File: src/rtl/mul8_shift_add.sv
// rtl/mul8_shift_add.sv - sequential 8x8 unsigned shift-and-add multiplier built on one CPA16

module cpa16 (
    input  logic [15:0] a,
    input  logic [15:0] b,
    input  logic        c_in,
    output logic [15:0] s,
    output logic        c_out
);
    logic [16:0] c;

    assign c[0] = c_in;

    for (genvar i = 0; i < 16; i++) begin : g_fa
        assign s[i]   = a[i] ^ b[i] ^ c[i];
        assign c[i+1] = (a[i] & b[i]) | (c[i] & (a[i] ^ b[i]));
    end

    assign c_out = c[16];
endmodule

module mul8_shift_add (
    input  logic        clk,
    input  logic        rst,
    input  logic        start,
    input  logic [7:0]  a,
    input  logic [7:0]  b,
    output logic        ready,
    output logic        done,
    output logic [15:0] p
);
    typedef enum logic [1:0] {
        IDLE = 2'd0,
        RUN  = 2'd1,
        DONE = 2'd2
    } state_t;

    state_t      state;
    state_t      state_next;
    logic [15:0] mcand;
    logic [7:0]  mplier;
    logic [15:0] acc;
    logic [3:0]  cnt;
    logic [15:0] add_sum;
    logic        add_cout;
    logic [15:0] acc_next;
    logic        in_run;
    logic        last_iter;

    cpa16 u_cpa16 (
        .a     (acc),
        .b     (mcand),
        .c_in  (1'b0),
        .s     (add_sum),
        .c_out (add_cout)
    );

    assign ready     = (state == IDLE);
    assign in_run    = (state == RUN);
    assign last_iter = (cnt == 4'd7);
    assign acc_next  = mplier[0] ? add_sum : acc;

    always_ff @(posedge clk) begin
        if (rst) begin
            state <= IDLE;
        end else begin
            state <= state_next;
        end
    end

    always_comb begin
        state_next = state;
        case (state)
            IDLE:    if (start) state_next = RUN;
            RUN:     if (last_iter) state_next = DONE;
            DONE:    state_next = IDLE;
            default: state_next = IDLE;
        endcase
    end

    // Exactly 8 iterations regardless of b; p is loaded with this edge's conditional add.
    always_ff @(posedge clk) begin
        if (rst) begin
            mcand  <= 16'h0000;
            mplier <= 8'h00;
            acc    <= 16'h0000;
            cnt    <= 4'd0;
            p      <= 16'h0000;
            done   <= 1'b0;
        end else begin
            done <= 1'b0;
            case (state)
                IDLE: begin
                    if (start) begin
                        mcand  <= {8'h00, a};
                        mplier <= b;
                        acc    <= 16'h0000;
                        cnt    <= 4'd0;
                    end
                end
                RUN: begin
                    acc    <= acc_next;
                    mcand  <= mcand << 1;
                    mplier <= mplier >> 1;
                    cnt    <= cnt + 4'd1;
                    if (last_iter) begin
                        p    <= acc_next;
                        done <= 1'b1;
                    end
                end
                default: ;
            endcase
        end
    end

    // The product never exceeds 16 bits, so the adder cannot carry out while iterating.
    a_no_cout: assert property (@(posedge clk) disable iff (rst) in_run |-> !add_cout);
endmodule
File: config.mk
export PLATFORM = sky130hd
export DESIGN_NAME = mul8_shift_add
export DESIGN_NICKNAME = d
export VERILOG_FILES = /design/src/rtl/mul8_shift_add.sv
export SDC_FILE = /design/constraint.sdc
export NUM_CORES = 1
export LEC_CHECK = 0
export ABC_AREA = 1
export CELL_PAD_IN_SITES_DETAIL_PLACEMENT = 1
export CELL_PAD_IN_SITES_GLOBAL_PLACEMENT = 2
export CORE_UTILIZATION = 34
export CTS_BUF_LIST = sky130_fd_sc_hd__clkbuf_16
export DETAILED_ROUTE_END_ITERATION = 12
export GPL_ROUTABILITY_DRIVEN = 0
export PLACE_DENSITY_LB_ADDON = 0.1
export SLEW_MARGIN = 20
export SYNTH_ARGS = -nofsm -noshare
export SYNTH_HDL_FRONTEND = slang
export SYNTH_SLANG_ARGS = --single-unit
export TNS_END_PERCENT = 20
File: constraint.sdc
create_clock -name clk -period 12.82 [get_ports clk]
set_clock_uncertainty 0.2 [all_clocks]
set_input_delay 3.205 -clock clk [delete_from_list [all_inputs] [get_ports clk]]
set_output_delay 3.205 -clock clk [all_outputs]
set_load 0.1 [all_outputs]
==> run summary, run 1 <==
The launching element type of the critical path was a register. The wire length of the first global-routing pass was 12,100 um. Buffers added to address setup during post-CTS repair amount to 0. The final worst hold slack came out at 265 ps.

At the pin with the least slew margin, the transition time is 968 ps. The cell-internal power was 0.339 mW. Post-synthesis area per instance: 7.84 um2. The tools report the number of pins exceeding their max-slew limit in the final report as 0. The synthesized flop and latch total is 63. The busiest metal layer after global routing is met2.

The remaining number of nets flagged by the antenna check after routing is 0, and the area growth from synthesis to final layout is 21.5%. The clock reaches the later pin of the worst-skew pair after 320 ps. The CTS buffer count is 9, and the aggregate global routing overflow is 0. Clock tree synthesis found a total of 63 sinks. In the finished design, the share of the clock period the worst path needs comes to 51.4%. The worst slack at placement was 6150 ps; the level count of the clock H-tree was 3. The logs give 2 for the deepest clock path buffer count and 18.2% for the total global routing track utilization.

The horizontal extent of the die is 94.5 um, and the number of antenna violations at the first check in global routing is 0. The share of Yosys cell area claimed by the top area cell type was 43.4%. TritonCTS built the clock tree.

Class of the most critical hold timing path: register to register. For the placed wire-length estimate after detailed placement, the log shows 4610 um. The met1 track demand over resource came out at 23.4%.

Cells with a size suffix above 1 make up 6.23% of the layout. Setup repair after global routing left no endpoint under its margin. The synthesized design spends more area on one cell type than any other, namely sky130_fd_sc_hd__dfxtp_1.

The die covers 0.00893 mm2. In the routed design, unresolved DRC markers number 0. The power per cell area works out to 127 mW/mm2. Global routing consumed, on the met3 layer, 4.59% of the routing resources. The flow ran to the end, and the final reports show no timing, DRC or antenna violations. The share of total power dissipated in sequential elements is 45.6%. The switching power as a share of total power was 24.2%.

The achievable frequency is 152 MHz, and the minimum period implied by the final worst setup slack is 6590 ps. For this configuration, the core starts out at a cell density of 35.2%. The worst ir drop on vdd was 0.0000735 V; the area of the placeable core was 0.00826 mm2.

The detailed router finished its first iteration with 76 violations. The final layout contains routed wiring with a total length of 7160 um. Input and output buffers added on the ports amount to 36. The number of unique standard cell types used by synthesis is 26, and the die boundary height is 94.5 um. The tools report the static leakage power as 1.21 nW. The cell count after synthesis was 371; the net load switching power was 0.108 mW.

In this run the count of I/O pins placed on the die edge is 37. In the final routed layout, each cell accounts on average for 14.1 um. The via total after detailed routing came out at 2,435. Using the TritonRoute via totals, the vias-per-cell ratio works out to 4.81.

The synthesized net count is 406. Critical path endpoint category: a register. Total negative slack for setup checks: 0 ps. The tools report the count of maximum capacitance violations as 0. For the slack of the critical path, the log shows 6230 ps. Data required time at the worst endpoint: 12,810 ps.

0 antenna diodes ended up in the layout. For the number of nets at the end of the flow, the log shows 434. For the sequential-to-total area share from yosys stat, the log shows 43.4%. The first detailed-routing pass ran for 4 iterations.

Combinational cells account for 8.5% of the total power. The logs give 45.9% for the clock power share and 33 for the number of core rows. Setup violations remaining at the end of the flow were counted as 0.

The worst pin sits at a relative slew slack of 35.3%. For this run, the number of Yosys warnings is 0. The final-report hold violation count was 0; the global-route track usage on met2 was 29.4%. After clock tree synthesis, the clock-pin slew on the worst setup and hold paths is 50 ps. Yosys attributes the largest share of cell area to sky130_fd_sc_hd__dfxtp_1 43%, sky130_fd_sc_hd__nand2_1 12%, sky130_fd_sc_hd__fa_1 9.6%.

Entering global routing, the biggest net connects 42 pins. The number of global-route vias before repair was 2,420; the netlist area before placement was 0.00291 mm2. For the critical path data arrival time, the log shows 6580 ps.

The number of resized instances in the post-cts repair step was 0; the biggest fanout along the worst timing path was 3. The worst setup path is of the register to register kind. Buffers inserted to repair hold after CTS numbered 0.

In this run the clock root is driven by a sky130_fd_sc_hd__clkbuf_16.
critical path, cell delays in order, from the launching register on:
cell and delay (ps):
sky130_fd_sc_hd__dfxtp_1 350, sky130_fd_sc_hd__ha_1 150, sky130_fd_sc_hd__inv_1 50, sky130_fd_sc_hd__fa_1 380, sky130_fd_sc_hd__fa_1 400, sky130_fd_sc_hd__fa_1 390, sky130_fd_sc_hd__fa_1 380, sky130_fd_sc_hd__fa_1 380
sky130_fd_sc_hd__fa_1 390, sky130_fd_sc_hd__fa_1 400, sky130_fd_sc_hd__fa_1 400, sky130_fd_sc_hd__fa_1 410, sky130_fd_sc_hd__fa_1 390, sky130_fd_sc_hd__fa_1 390, sky130_fd_sc_hd__fa_1 360, sky130_fd_sc_hd__inv_1 70
sky130_fd_sc_hd__fa_1 180, sky130_fd_sc_hd__fa_1 400, sky130_fd_sc_hd__inv_1 60, sky130_fd_sc_hd__nand2_1 40, sky130_fd_sc_hd__o21ai_0 90, sky130_fd_sc_hd__or2_2 140, sky130_fd_sc_hd__a21oi_1 50
final timing paths:
kind                  start         to  slack, ps  cells after the start
setup / recovery     acc[0]    acc[14]       6230                     22
hold / removal    mplier[7]  mplier[7]        260                      2
hold reg to reg   mplier[7]  mplier[7]        260                      2
setup reg to reg     acc[0]    acc[14]       6230                     22
placed cells by master, fill, tap and decap left out, types with 3 or more instances in the layout:
cell / instances
sky130_fd_sc_hd__nand2_1: 94
sky130_fd_sc_hd__dfxtp_1: 63
sky130_fd_sc_hd__inv_1: 53
sky130_fd_sc_hd__clkdlybuf4s50_1: 36
sky130_fd_sc_hd__o21ai_0: 24
sky130_fd_sc_hd__a21oi_1: 18
sky130_fd_sc_hd__nand3_1: 17
sky130_fd_sc_hd__nor2_1: 15
sky130_fd_sc_hd__fa_1: 14
sky130_fd_sc_hd__o22ai_1: 12
sky130_fd_sc_hd__a31oi_1: 11
sky130_fd_sc_hd__o21ai_1: 10
sky130_fd_sc_hd__clkbuf_16: 9
sky130_fd_sc_hd__inv_2: 3
sky130_fd_sc_hd__or2_2: 3
sky130_fd_sc_hd__clkinv_1: 3
cells in the mapped netlist (all sizes together):
| master | instances |
|---|---|
| o211ai | 2 |
| a211oi | 1 |
| o21ai | 34 |
| fa | 14 |
| clkbuf | 8 |
| inv | 56 |
| buf | 13 |
| a31oi | 11 |
| dfxtp | 63 |
| nand3 | 18 |
| or2 | 3 |
| ha | 2 |
| o22ai | 12 |
| a21oi | 18 |
| nor2 | 17 |
| nand4 | 2 |
| nand2 | 97 |
registers in the layout (all words and copies together), names as in the netlist:
signal and count:
state 2, cnt 4, mplier 8, mcand 16, p 16, acc 16
done 1
cell type report:
cell class | count | area, um2
Fill cell | 1011 | 4720
Sequential cell | 63 | 1260
Inverter | 56 | 210
Clock inverter | 4 | 16.3
Multi-Input combinational cell | 231 | 1310
Clock buffer | 9 | 225
Tap cell | 105 | 131
Timing Repair Buffer | 38 | 375
power groups by stage:
stage          clock network, mW  registers, mW  logic [mW]
2_1_floorplan                  0          0.207      0.0271
3_3_place_gp                   0          0.208      0.0385
3_5_place_dp                   0          0.208      0.0393
4_1_cts                    0.212          0.204      0.0395
5_1_grt                    0.222          0.205      0.0436
6_report                   0.205          0.204      0.0383
kinds of logic (layout without fill, tap and decap cells):
kind of cell / Yosys count / after routing / share of synthesized area [%]
AND/OR/NAND/NOR: 137 / 137 / 19.8
AO/OA/AOI/OAI: 78 / 78 / 14.8
buffers and inverters: 77 / 107 / 11.4
flip-flops: 63 / 63 / 43.4
adder cells (fa/ha/maj): 16 / 16 / 10.5
routing by layer:
| layer | vias up | part of all wire (%) |
|---|---|---|
| met1 | 1166 | 49 |
| met3 | 8 | 2.6 |
| met5 | - | 0 |
| met4 | 0 | 1.3 |
| li1 | 1234 | - |
| met2 | 27 | 47 |
stage by stage:
| step | util, % | instance area, um2 | std cells | total power [mW] |
|---|---|---|---|---|
| 6_report | 42.8 | 3530 | 506 | 0.448 |
| 5_1_grt | 42.8 | 3530 | 506 | 0.470 |
| 4_1_cts | 42.8 | 3530 | 506 | 0.456 |
| 3_5_place_dp | 39.9 | 3290 | 493 | 0.247 |
| 3_3_place_gp | 39.9 | 3290 | 493 | 0.246 |
| 2_1_floorplan | - | 2910 | 371 | 0.235 |
(Power assumes the default switching activity.)
==> inputs of run 2 (changes only) <==
Settings changed: CORE_UTILIZATION 34 to 29.
Clock period 12.82 ns to 5.6 ns, I/O delays scaled along.
==> run 2 against run 1 <==
Against the previous run: setup slack worse by 6700 ps; first-iteration DRC count fell by 6.6%; routed wire length increased by 6.2%; the run now ends with negative setup slack left; core utilization is 4.9 points lower; worst hold slack worse by 1.7 ps; design area rose by 4.2%; register-to-register slack got worse by 6700 ps; sequential share of layout area fell by 1.4 points; count of clock-buffer cells in the layout unchanged.
==> run summary, run 2 (same netlist as run 1, synthesis figures left out) <==
The flow ran to the end, but the final reports show violations. The checks that failed: negative setup slack. After floorplanning, the core was sized to cover 0.00973 mm2. The share of post-route cells with drive strength above 1 was 11.7%; the total routed wirelength was 7600 um. The multi-input combinational cells in the finished layout cover a total of 0.00135 mm2. The worst slack at placement came out at -593 ps.

During placement, the flow inserted port buffers numbering 36. Setup repair after global routing could not meet its margin everywhere. Dividing total power by cell area gives a power density of 298 mW/mm2. In this run the static leakage power is 1.28 nW. For the detailed-routed wire length on met2, the log shows 3400 um. After the last flow step, the layout net total stands at 439. The category of the most critical setup path was register to register.

The clock-pin slew on the worst setup and hold paths was 60 ps; the final worst hold slack was 263 ps. In the layout the commonest cells are 94 x sky130_fd_sc_hd__nand2_1, 61 x sky130_fd_sc_hd__dfxtp_1, 55 x sky130_fd_sc_hd__inv_1, 36 x sky130_fd_sc_hd__clkdlybuf4s50_1, 22 x sky130_fd_sc_hd__o21ai_0. The number of buffers inserted for hold repair after clock tree synthesis was 0; the slack of the critical path was -489 ps. The worst ir drop on vdd is 0.000119 V, and the biggest fanout along the worst timing path is 3. The worst setup path is captured at a register.

From left edge to right edge, the die measures 102 um. For this block, the initial DRC count from the detailed router was 71. The tools report the clock tree root driver cell as sky130_fd_sc_hd__clkbuf_16.

Setup violations remaining at the end of the flow were counted as 6. The number of core rows was 36; the die boundary height was 102 um. After detailed routing, the number of vias per cell comes to 4.53. Pin count of the biggest net entering global routing: 42. The logs give 0 for the remaining number of nets flagged by the antenna check after routing and 3940 um for the met1 wire length. For this design the top-level I/O count stands at 37. For the total die area, the log shows 0.0104 mm2. The worst setup path is launched from a register.

The most common cell after layout, fill and taps aside is sky130_fd_sc_hd__nand2_1. TritonCTS built the clock tree. The data required time at the worst endpoint is 5590 ps. CTS built an H-tree with a depth of 3.

In this run the most critical hold path is launched from mplier[7]. The CTS buffer count was 9; the transition at the pin with the smallest max-transition slack was 977 ps. Total power for the finished layout comes to 1.10 mW. The count of maximum capacitance violations was 0. The top routing layer in use is met4. Summing all flip-flop and latch instances after layout gives 0.00126 mm2. The final-report hold violation count is 0, and the normalized max-slew margin is 34.7%.

The total global routing track utilization was 16.6%. The area growth from synthesis to final layout was 26.6%; the antenna cell count was 0. Number of iterations in the first detailed-routing pass: 4. The later pin in the worst-skew pair is clocked with a latency of 330 ps.

The routed layout has 2,457 vias. For the number of post-CTS setup repair buffers, the log shows 0. The tools report the worst flop-to-flop path startpoint as acc[0]. Once the floorplan was initialized, standard cells occupied 29.9% of the core. The first global-routing pass estimated 12,900 um of wire. For this design, the sink count on the clock tree is 63. Of the available clock period, the critical path in the final layout requires 109%. The number of antenna violations at the first check in global routing was 0; the minimum period implied by the final worst setup slack was 6090 ps.

The path class of the tightest hold or removal check is register to register. The largest registers in the layout are acc: 16 flops, mcand: 16 flops, p: 16 flops. In the final routed layout, each cell accounts on average for 14.0 um. The logs give 4800 um for the placed wire-length estimate after detailed placement and 185 um for the sum of met3 wire segment lengths after detailed routing. The tools report the deepest clock path buffer count as 2. The logs give 2,585 for the number of global-route vias before repair and 0 for the number of pins exceeding their max-slew limit in the final report. The total overflow left after global routing is 0.

In the routed design, unresolved DRC markers number 0. For the achievable frequency, the log shows 164 MHz. In this run the worst setup path begins at acc[0]. The layout has 1,200 filler cells. Data arrives at the worst endpoint at 6080 ps.
==> run 2: timing repair <==
item,CTS,global route
resized for setup,4,3
endpoints found under the setup margin,8,8
gates cloned,0,0
==> run 2: critical path, stage by stage (launching register included) <==
cell and delay [ps]:
sky130_fd_sc_hd__dfxtp_2 340, sky130_fd_sc_hd__ha_2 170, sky130_fd_sc_hd__inv_1 50, sky130_fd_sc_hd__fa_2 340, sky130_fd_sc_hd__fa_2 350, sky130_fd_sc_hd__fa_2 350
sky130_fd_sc_hd__fa_2 340, sky130_fd_sc_hd__fa_2 340, sky130_fd_sc_hd__fa_2 340, sky130_fd_sc_hd__fa_2 340, sky130_fd_sc_hd__fa_2 340, sky130_fd_sc_hd__fa_2 350
sky130_fd_sc_hd__fa_2 340, sky130_fd_sc_hd__fa_2 360, sky130_fd_sc_hd__fa_1 380, sky130_fd_sc_hd__inv_1 80, sky130_fd_sc_hd__fa_1 180, sky130_fd_sc_hd__fa_1 410
sky130_fd_sc_hd__inv_1 60, sky130_fd_sc_hd__nand2_1 50, sky130_fd_sc_hd__o21ai_2 70, sky130_fd_sc_hd__or2_2 110, sky130_fd_sc_hd__a21oi_1 50
==> run 2: routing by layer <==
| layer | track usage (%) | up-vias |
|---|---|---|
| met2 | 27.5 | 30 |
| met3 | 4.17 | 9 |
| li1 | - | 1246 |
| met4 | 5.27 | 0 |
| met1 | 21.3 | 1172 |
| met5 | 0 | - |
==> run 2: area by class of cell <==
type                            instances  area share [%]
Multi-Input combinational cell        231            36.6
Sequential cell                        63            34.3
Clock inverter                          7            1.53
Timing Repair Buffer                   43            11.2
Tap cell                              133            4.52
Clock buffer                            9            6.12
Inverter                               56            5.71
==> run 2: through the flow <==
stage,cell area (um2),utilization (%),std cells,setup TNS (ps)
final,3680,37.8,542,-2350
after global routing,3680,37.8,542,-4570
after CTS,3680,37.8,542,-2760
after detailed placement,3390,34.8,526,-2980
after global placement,3390,34.8,526,-2310
after floorplan,2930,-,371,-1050
==> run 2: worst paths after layout <==
kind | end | slack [ps] | depth (start not counted)
min | mplier[7] | 260 | 2
max reg2reg | acc[14] | -490 | 22
max | acc[14] | -490 | 22
min reg2reg | mplier[7] | 260 | 2
==> run 2: report_power, final <==
group / internal, mW / switching, mW
Sequential: 0.460 / 0.00696
Combinational: 0.0338 / 0.0601
Clock: 0.337 / 0.200
Total: 0.831 / 0.267
